## config.mk

```make
export PLATFORM = sky130hd
export DESIGN_NAME = fc_input_packer
export DESIGN_NICKNAME = d
export VERILOG_FILES = /design/src/rtl/fc_input_packer.sv
export SDC_FILE = /design/constraint.sdc
export NUM_CORES = 1
export LEC_CHECK = 0
export CORE_ASPECT_RATIO = 0.5
export CORE_MARGIN = 5
export CORE_UTILIZATION = 36
export CTS_BUF_LIST = sky130_fd_sc_hd__clkbuf_4 sky130_fd_sc_hd__clkbuf_8
export DETAILED_ROUTE_END_ITERATION = 8
export PLACE_DENSITY = 0.7
export SYNTH_ARGS = -nofsm -noshare
export SYNTH_HDL_FRONTEND = slang
export SYNTH_SLANG_ARGS = --single-unit
```

## constraint.sdc

```tcl
create_clock -name clk -period 3 [get_ports clk]
set_input_delay 0.45 -clock clk [delete_from_list [all_inputs] [get_ports clk]]
set_output_delay 0.45 -clock clk [all_outputs]
set_load 0.005 [all_outputs]
```

## src/rtl/fc_input_packer.sv

```systemverilog
// Packs the flattened FC activation stream, one byte per handshake, into BRAM words.
// Byte 0 of each word lands in the MSB lane; load_done pulses once the whole frame is stored.
module fc_input_packer #(
    parameter int unsigned DATA_WIDTH = 32,
    parameter int unsigned ADDR_WIDTH = 12,
    parameter int unsigned FRAME_SIZE = 288,
    parameter int unsigned BASE_ADDR  = 0
) (
    input  logic                  clk,
    input  logic                  reset,
    input  logic                  i_run,
    input  logic                  in_valid,
    output logic                  in_ready,
    input  logic [7:0]            in_data,
    output logic                  ce_output,
    output logic                  we_output,
    output logic [ADDR_WIDTH-1:0] addr_output,
    output logic [DATA_WIDTH-1:0] din_output,
    input  logic [DATA_WIDTH-1:0] qout_output,
    output logic                  busy,
    output logic                  load_done
);

    localparam int unsigned BPW    = DATA_WIDTH / 8;
    localparam int unsigned LANE_W = (BPW > 1) ? $clog2(BPW) : 1;
    localparam int unsigned CNT_W  = $clog2(FRAME_SIZE + 1);

    typedef enum logic [1:0] {StIdle, StFill, StLast, StDone} state_e;

    state_e                state_q;
    logic [CNT_W-1:0]      byte_cnt_q;
    logic [LANE_W-1:0]     lane_cnt_q;
    logic [ADDR_WIDTH-1:0] word_cnt_q;
    logic [DATA_WIDTH-1:0] acc_q;

    logic [DATA_WIDTH-1:0] byte_word;
    logic                  accept;
    logic                  last_byte;
    logic                  last_lane;
    logic                  unused_qout;

    // Incoming byte placed in its lane: lane 0 is the MSB byte.
    assign byte_word = (DATA_WIDTH'(in_data) << (DATA_WIDTH - 8)) >> (8 * int'(lane_cnt_q));
    assign accept    = in_valid && in_ready;
    assign last_byte = (byte_cnt_q == CNT_W'(FRAME_SIZE - 1));
    assign last_lane = (lane_cnt_q == LANE_W'(BPW - 1));

    assign unused_qout = ^qout_output;

    always_ff @(posedge clk) begin
        if (reset) begin
            state_q     <= StIdle;
            in_ready    <= 1'b0;
            ce_output   <= 1'b0;
            we_output   <= 1'b0;
            addr_output <= '0;
            din_output  <= '0;
            busy        <= 1'b0;
            load_done   <= 1'b0;
            byte_cnt_q  <= '0;
            lane_cnt_q  <= '0;
            word_cnt_q  <= '0;
            acc_q       <= '0;
        end else begin
            ce_output  <= 1'b0;
            we_output  <= 1'b0;
            din_output <= '0;
            load_done  <= 1'b0;
            case (state_q)
                StIdle: begin
                    if (i_run) begin
                        state_q  <= StFill;
                        in_ready <= 1'b1;
                        busy     <= 1'b1;
                    end
                end
                StFill: begin
                    if (accept) begin
                        byte_cnt_q <= byte_cnt_q + CNT_W'(1);
                        if (last_lane || last_byte) begin
                            // Word complete: hand it to the output register, restart the accumulator.
                            ce_output   <= 1'b1;
                            we_output   <= 1'b1;
                            addr_output <= ADDR_WIDTH'(BASE_ADDR) + word_cnt_q;
                            din_output  <= acc_q | byte_word;
                            word_cnt_q  <= word_cnt_q + ADDR_WIDTH'(1);
                            acc_q       <= '0;
                            lane_cnt_q  <= '0;
                        end else begin
                            acc_q      <= acc_q | byte_word;
                            lane_cnt_q <= lane_cnt_q + LANE_W'(1);
                        end
                        if (last_byte) begin
                            state_q  <= StLast;
                            in_ready <= 1'b0;
                        end
                    end
                end
                StLast: begin
                    state_q   <= StDone;
                    load_done <= 1'b1;
                end
                StDone: begin
                    state_q    <= StIdle;
                    busy       <= 1'b0;
                    byte_cnt_q <= '0;
                    lane_cnt_q <= '0;
                    word_cnt_q <= '0;
                    acc_q      <= '0;
                end
                default: state_q <= StIdle;
            endcase
        end
    end

endmodule

```

==> impl_metrics.yaml <==
clocking:
  cts-hold-fix-buffers: 0
  total_clock_buffers_created_by_cts: 9
  cts_post_setup_buffers_inserted: 0
  clockBufferDepth: 2
  cts.htree.levels: 3
  postCtsResizedCells: 0
  clock_tree_from_tritoncts: "done"
  cts_root_cell: "sky130_fd_sc_hd__clkbuf_8"
  cts.sink_count: 105
  worst_skew_pair.late_latency_ns: 0.38
  clk_transition_reported_paths_ns: 0.10
placed_design:
  place_congestion: 0.809
  sum_of_net_half_perimeters_after_detailed_placement_um: 6260
  numPortBuffers: 60
  dpl-instance-area_um2: 4820
  placement.setup.worst_slack_ns: 0.554
yosys:
  top_cell_type_s_share_of_synthesized_area_pct: 51.3
  ys_ff_latch: 105
  synth_edf_count: 0
  synth.yosys.warnings: 0
  synth.lib_cells_used.distinct: 48
  post_synth_main_area_contributors: "sky130_fd_sc_hd__dfxtp_1 (51%), sky130_fd_sc_hd__a22o_1 (7.3%), sky130_fd_sc_hd__a21oi_1 (6.4%), sky130_fd_sc_hd__nor2_1 (3.8%), sky130_fd_sc_hd__nor2_4 (2.8%)"
  synthesis.instances: 429
  synthMostInstantiatedCell: "sky130_fd_sc_hd__dfxtp_1"
  synth_fp_nets: 480
  synth.yosys.seq_area_share_pct: 51.3
  most_frequently_used_flop_master_after_synthesis: "sky130_fd_sc_hd__dfxtp_1"
  synth.cells.most_frequent: "sky130_fd_sc_hd__dfxtp_1 (105), sky130_fd_sc_hd__a21oi_1 (52), sky130_fd_sc_hd__nor2_1 (41)"
  synthesis.area_per_instance_um2: 9.54
  synth.largest_area_cell: "sky130_fd_sc_hd__dfxtp_1"
  synth_cell_area_um2: 4090
  postSynth.asyncResetShare_pct: 0
worst_setup_path:
  worstReg2RegStart: "state_q[1]$_SDFFE_PP0P_"
  timing.setup.critical_path_class: "register to register"
  worstRegToRegCells: 6
  cp_max_fo: 14
  critPathRequiredTime_ns: 3.32
  regToRegSetupSlack_ns: 0.67
  setup.worst_path.start: "state_q[1]$_SDFFE_PP0P_"
  arrival_ns: 2.65
  crit_path_end: "word_cnt_q[5]$_SDFFE_PP0P_"
  worst_setup_path_start_kind: "register"
  worstReg2RegEnd: "word_cnt_q[5]$_SDFFE_PP0P_"
  cp-end-kind: "register"
layout:
  flow.area_growth_from_synthesis_pct: 23.5
  layout-drive-gt1-share_pct: 9.22
  design_area_um2: 5060
  antenna_cells_inserted: 0
  final_net_count: 534
  post-route-util_pct: 45.8
global_routing:
  antenna_found_initial: 0
  maximum_number_of_pins_on_one_net_before_global_route_repair: 34
  global_route.usage.met3_pct: 5.14
  grt_pass1_wl_um: 15700
  grt_met2_use_pct: 21.2
  grt.met1_usage_pct: 19.1
  track_usage_pct: 14.1
  grt-busiest-layer: "met2"
  vias_in_the_first_global_route: 3116
  globalRoute.totalOverflow: 0
floorplanning:
  floorplan.initialDensity_pct: 37.1
  core_um2: 11000
  die_width_um: 161
  io-pin-count: 93
  placement_rows: 27
  die_area_um2: 13700
  die_h_um: 85.4
route:
  final_antenna_net_count: 0
  avgViaCountPerCell: 5.17
  drtPass1Iterations: 5
  drt_wl_total_um: 9370
  vias: 3272
  route.detailed.wl_per_inst_um: 14.8
  number_of_drc_violations_after_detailed_routing_iteration_0: 212
  remaining_drc_errors: 0
power_and_ir_drop:
  total_leakage_power_nw: 1.75
  vdd_ir_drop_max_mv: 0.223
  power_density_nw_per_um2: 551
sta:
  drv_slew: 0
  final.min_clock_period_ns: 2.33
  final.setup.tns_ns: 0
  worst_slew_pin_slew_ns: 0.883
  max-slew-margin-rel_pct: 41.1
  fin_worst_hold_slack_ns: 0.477
  worst_slack_ns: 0.665
  period_share_pct: 77.8
  rsz0062_at_grt: "no"
  setup-violations-final: 0
  hold_viol_final: 0
  worst_clock_skew_ns: 0.0126
  highest_achievable_clock_rate_mhz: 428
min_path:
  hold_path.startpoint: "acc_q[31]$_SDFFE_PP0P_"
  holdCritPathClass: "register to register"
outcome:
  status: "completed"
job:
  cap_viol_max_count: 0
[worst min path at each step]
stage                     slack [ns]  depth (start not counted)                     endpoint
after detailed placement        0.46                          2    din_output[31]$_SDFF_PP0_
after floorplan                 0.44                          2     din_output[0]$_SDFF_PP0_
final                           0.48                          2    din_output[31]$_SDFF_PP0_
after global placement          0.46                          2    din_output[15]$_SDFF_PP0_
after CTS                       0.48                          2  addr_output[3]$_SDFFE_PP0P_
after global routing            0.50                          1       acc_q[22]$_SDFFE_PP0P_
[per-stage QoR]
step / std cells / power [mW]
floorplan: 429 / 1.70
global placement: 617 / 1.81
detailed placement: 617 / 1.82
CTS: 633 / 2.82
global route: 633 / 2.92
finish: 633 / 2.79
[sequential cells by signal, summed over array words and instances (netlist names), 2 cells and up]
register	flops
acc_q	32
lane_cnt_q	2
state_q	2
word_cnt_q	12
addr_output	12
byte_cnt_q	9
din_output	32
[metal layers]
layer  routed length, um  vias up
met4                 110        0
met3                 563       10
met5                   0        -
met1                4570     1541
li1                    -     1651
met2                4130       70
[cell type report]
| cell class | instances | area [um2] |
|---|---|---|
| Multi-Input combinational cell | 287 | 1810 |
| Sequential cell | 105 | 2100 |
| Timing Repair Buffer | 74 | 706 |
| Clock inverter | 5 | 85.1 |
| Fill cell | 1046 | 5990 |
| Inverter | 6 | 22.5 |
| Clock buffer | 11 | 151 |
| Tap cell | 145 | 181 |
[worst max-delay path, stage by stage (launching register included)]
cell and delay, ns:
sky130_fd_sc_hd__dfxtp_1 0.34, sky130_fd_sc_hd__inv_1 0.10, sky130_fd_sc_hd__ha_1 0.43, sky130_fd_sc_hd__and3_1 0.59, sky130_fd_sc_hd__nand2_1 0.26, sky130_fd_sc_hd__nor2_1 0.33
sky130_fd_sc_hd__a221o_1 0.21
[cell families after synthesis]
logic type / count (synthesis) / synth area share [%]
compound gates: 139 / 22.5
simple gates: 134 / 18.0
flops: 105 / 51.3
buf+inv: 37 / 4.58
xor+xnor: 7 / 1.50
fa+ha+maj: 7 / 2.14
[cells in the final DEF, fill, tap and decap left out, drive strengths merged, types with 14 or more instances in the layout]
| master | instances |
|---|---|
| dfxtp | 105 |
| clkdlybuf4s50 | 60 |
| a21oi | 52 |
| nor2 | 51 |
| a22o | 34 |
| nand3 | 22 |
| o21ai | 19 |
| nor2b | 16 |
| nand2 | 14 |
| buf | 14 |
[report_power, final]
part           switching [mW]  internal (mW)  total [mW]  leakage, nW
logic                   0.205          0.128       0.333        0.790
clock network           0.480          0.520       0.999        0.116
registers              0.0300           1.43        1.46        0.846
total                   0.714           2.07        2.79         1.75
Power figures use the tool's default switching activity.
